==> src/rtl/cache_types_pkg.sv <==
// Shared cache-interface types: line/burst geometry and the line adaptor state encoding.
package cache_types_pkg;

    localparam int LINE_WIDTH  = 256;
    localparam int BURST_WIDTH = 64;
    localparam int BEATS       = LINE_WIDTH / BURST_WIDTH;
    localparam int CNT_W       = $clog2(BEATS);

    typedef enum logic [1:0] {
        IDLE = 2'd0,
        RD   = 2'd1,
        WR   = 2'd2,
        DONE = 2'd3
    } adaptor_state_e;

endpackage : cache_types_pkg

==> src/rtl/cacheline_adaptor.sv <==
// Converts one 256-bit cache line read/write into a 4-beat 64-bit memory burst.
// One line buffer serves both read assembly and write slicing.
module cacheline_adaptor
    import cache_types_pkg::*;
(
    input  logic                   clk,
    input  logic                   rst_n,
    input  logic [LINE_WIDTH-1:0]  line_i,
    output logic [LINE_WIDTH-1:0]  line_o,
    input  logic [31:0]            address_i,
    input  logic                   read_i,
    input  logic                   write_i,
    output logic                   resp_o,
    input  logic [BURST_WIDTH-1:0] burst_i,
    output logic [BURST_WIDTH-1:0] burst_o,
    output logic [31:0]            address_o,
    output logic                   read_o,
    output logic                   write_o,
    input  logic                   resp_i
);

    adaptor_state_e         state_r;
    adaptor_state_e         state_s;
    logic [CNT_W-1:0]       cnt_r;
    logic [LINE_WIDTH-1:0]  line_r;
    logic [31:0]            addr_r;
    logic                   last_beat_s;

    assign last_beat_s = resp_i && (cnt_r == CNT_W'(BEATS - 1));

    // State register
    always_ff @(posedge clk or negedge rst_n) begin
        if (!rst_n) begin
            state_r <= IDLE;
        end else begin
            state_r <= state_s;
        end
    end

    // Next-state decode; read takes priority when both requests are raised
    always_comb begin
        state_s = state_r;
        case (state_r)
            IDLE: begin
                if (read_i) begin
                    state_s = RD;
                end else if (write_i) begin
                    state_s = WR;
                end else begin
                    state_s = IDLE;
                end
            end
            RD, WR: begin
                if (last_beat_s) begin
                    state_s = DONE;
                end else begin
                    state_s = state_r;
                end
            end
            DONE:    state_s = IDLE;
            default: state_s = IDLE;
        endcase
    end

    // Address latch, line buffer and beat counter
    always_ff @(posedge clk or negedge rst_n) begin
        if (!rst_n) begin
            cnt_r  <= '0;
            line_r <= '0;
            addr_r <= 32'h0000_0000;
        end else begin
            case (state_r)
                IDLE: begin
                    cnt_r <= '0;
                    if (read_i) begin
                        addr_r <= {address_i[31:5], 5'b0_0000};
                    end else if (write_i) begin
                        addr_r <= {address_i[31:5], 5'b0_0000};
                        line_r <= line_i;
                    end
                end
                RD: begin
                    if (resp_i) begin
                        line_r[cnt_r*BURST_WIDTH +: BURST_WIDTH] <= burst_i;
                        cnt_r <= cnt_r + CNT_W'(1);
                    end
                end
                WR: begin
                    if (resp_i) begin
                        cnt_r <= cnt_r + CNT_W'(1);
                    end
                end
                default: begin
                    cnt_r <= cnt_r;
                end
            endcase
        end
    end

    // Memory-side outputs decode only from registered state, never from cache inputs
    assign read_o    = (state_r == RD);
    assign write_o   = (state_r == WR);
    assign resp_o    = (state_r == DONE);
    assign address_o = addr_r;
    assign line_o    = line_r;
    assign burst_o   = line_r[cnt_r*BURST_WIDTH +: BURST_WIDTH];

endmodule : cacheline_adaptor

==> config.mk <==
export PLATFORM = sky130hd
export DESIGN_NAME = cacheline_adaptor
export DESIGN_NICKNAME = d
export VERILOG_FILES = /design/src/rtl/cache_types_pkg.sv /design/src/rtl/cacheline_adaptor.sv
export SDC_FILE = /design/constraint.sdc
export NUM_CORES = 1
export LEC_CHECK = 0
export ABC_AREA = 1
export CELL_PAD_IN_SITES_DETAIL_PLACEMENT = 2
export CELL_PAD_IN_SITES_GLOBAL_PLACEMENT = 2
export CORE_ASPECT_RATIO = 1.4
export CORE_MARGIN = 5
export CORE_UTILIZATION = 24
export DETAILED_ROUTE_END_ITERATION = 8
export HOLD_SLACK_MARGIN = 0.08
export MAX_ROUTING_LAYER = met4
export PLACE_DENSITY = 0.83
export SLEW_MARGIN = 10
export SYNTH_ARGS = -nofsm -noshare
export SYNTH_HDL_FRONTEND = slang
export SYNTH_SLANG_ARGS = --single-unit
==> constraint.sdc <==
create_clock -name clk -period 4.1 [get_ports clk]
set_clock_uncertainty 0.15 [all_clocks]
set_input_delay 1.025 -clock clk [delete_from_list [all_inputs] [get_ports clk]]
set_output_delay 1.025 -clock clk [all_outputs]
set_load 0.1 [all_outputs]
==> key figures <==
CTS
  – CTS tree: yes
  – Cts hold-fix bufs: 0
  – Post-CTS Resized: 0
  – Clock Tree Buf Depth: 3
  – CTS buffer count: 37
  – H-Tree Level Count: 2
  – CTS root buffer: clkbuf_16
  – Clk pin slew, worst setup/hold paths: 60 ps
  – Post-CTS Setup Inserts: 0
  – CTS sink count: 287
  – Clk_lat worst skew: 570 ps

Synthesis
  – Synthesized area per cell: 6.48 µm²
  – Yosys warns: 0
  – Synth Cell Area: 0.0179 mm²
  – Post-Syn Instances: 2,755
  – Yosys reg bits: 287
  – Sequential area share after synthesis: 0.402
  – Post-synth cell types: 25

Floorplan
  – Core area: 0.0740 mm²
  – Boundary pin count: 712
  – # rows: 118
  – Starting Density: 0.241
  – Die height: 333 µm
  – DIE AREA: 0.0800 mm²
  – Die X: 241 µm

Critical path
  – Crit path kind: flop to output port
  – Largest delay share family, worst path: buffers and inverters
  – Critical path cell sequence: inv_4 > buf_4 > o21ai_0 > o22ai_1 > buf_12
  – CP peak stage delay: 610 ps
  – WP buf/inv: 3
  – WP data required: 2920 ps
  – Startpoint Class: flop
  – CP max-delay cell: dfrtp_4
  – Worst EP arrival: 2710 ps
  – Critical Path End Type: output port
  – Crit-path max FO: 27

Detailed routing
  – WL/cell: 25.9 µm
  – Detailed-route via count: 22,261
  – Vias per inst: 5.08
  – Iteration-0 DRC count of the detailed router: 1,116
  – Drt first pass iters: 7
  – DRT Wirelength: 113 mm
  – DRC viols: 0
  – Routed Antenna Nets: 0

STA
  – Minimum clock period after layout: 3890 ps
  – Max_slew headroom: 0.285
  – Hold_ws: 354 ps
  – Final Max Tran Viols: 0
  – Worst slew pin tran: 1070 ps
  – RSZ-0062 raised after global routing: no
  – FMAX: 257 MHz
  – Final worst-path cycle share: 0.948
  – Final TNS setup: 0 ps
  – Fin. Hold Viols: 0
  – Final setup vio count: 0

Worst hold path
  – Hold Path Class: input port to async pin

Layout
  – Most common cell after layout, fill and taps aside: nand2_1
  – Area grow syn2layout: 55.5%
  – Fraction of layout cells with a size suffix above 1: 0.0774
  – Nets: 3,711
  – Most frequent cells in the layout: nand2_1, clkdlybuf4s50_1, dfrtp_1

Place
  – PortBufs: 701
  – Dpl hpwl: 77.1 mm
  – Routability Congestion: 0.870

Run status
  – Status: finished clean

Global routing
  – All-Layer GR Usage: 0.279
  – First-pass GRT wire length: 164 mm
  – Largest net degree at the start of global routing: 136
  – Grt total ovfl: 0
  – Vias in the first global route: 24,660
  – Initial antenna violation count: 44

Flow run
  – Max Cap Viol: 0
## layer usage
metal / vias to the layer above / share of wire / global-route usage
li1: 9898 / - / -
met1: 11422 / 0.38 / 0.309
met2: 742 / 0.50 / 0.470
met3: 199 / 0.067 / 0.0637
met4: 0 / 0.048 / 0.141
met5: - / 0 / -
## worst paths after layout
| check | startpoint | to | slack, ps | cells after the start |
|---|---|---|---|---|
| setup / recovery | cnt_r[0] | burst_o[8] | 210 | 5 |
| hold / removal | rst_n | line_o[200] | 350 | 1 |
| setup reg to reg | cnt_r[0] | line_o[103] | 870 | 8 |
| hold reg to reg | address_o[18] | address_o[18] | 350 | 2 |
| max in group asynchronous | rst_n | line_o[164] | 2560 | 2 |
| min in group clk | address_o[18] | address_o[18] | 350 | 2 |
## stage by stage
stage               area (µm²)  std cells  setup WS, ps  utilization
detailed placement       26400       4265           792        0.357
CTS                      27600       4332           165        0.374
floorplan                17900       2759           162            -
finish                   27800       4378           214        0.375
global placement         26400       4265           861        0.357
global route             27800       4376           131        0.375
## registers in the layout, summed over array words and instances (netlist names)
register   count
line_o       256
address_o     27
cnt_r          2
state_r        2
## area by class of cell
class	instances	area [µm²]
Sequential cell	287	7190
Antenna cell	46	115
Inverter	12	55.1
Clock buffer	57	1120
Clock inverter	10	138
Multi-Input combinational cell	2247	9710
Fill cell	8622	46200
Timing Repair Buffer	759	8240
Tap cell	960	1200
## worst register-to-register path, delay by kind of cell, from the launching register on
family / cells / cell delay, ps
AOI/OAI and AO/OA: 1 / 250
adders and majority gates: 1 / 570
buffers and inverters: 3 / 1220
DFF: 1 / 610
and+or+nand+nor: 3 / 360
## kinds of logic (layout without fill, tap and decap cells)
| family | after synthesis | count (layout) | synth area share |
|---|---|---|---|
| adders and majority gates | 10 | 10 | 0.00701 |
| and+or+nand+nor | 1943 | 1943 | 0.448 |
| other | 1 | 51 | 0.000210 |
| DFF | 287 | 287 | 0.402 |
| AOI/OAI and AO/OA | 289 | 289 | 0.0856 |
| buffers and inverters | 225 | 838 | 0.0568 |
## synthesized netlist by cell type
master,count,share of area
nand3_2,1,0.00056
nand3b_1,131,0.055
ha_1,10,0.0070
inv_1,7,0.0015
nand2_1,1536,0.32
buf_4,15,0.0063
nand3_1,68,0.019
or2_2,1,0.00035
inv_4,1,0.00035
nand2_4,1,0.00063
conb_1,1,0.00021
clkbuf_2,1,0.00028
o21ai_0,224,0.063
nor2_8,4,0.0045
nor2_1,193,0.041
inv_2,4,0.00084
o22ai_1,64,0.022
nor2_2,1,0.00035
buf_2,88,0.025
buf_1,19,0.0040
nand2_2,1,0.00035
clkbuf_1,90,0.019
nor2_4,6,0.0038
o211ai_1,1,0.00042
dfrtp_1,287,0.40
Power is left out: the tool's default activity adds up to more than one toggle a clock period on the data nets, which glitch-free logic cannot reach.
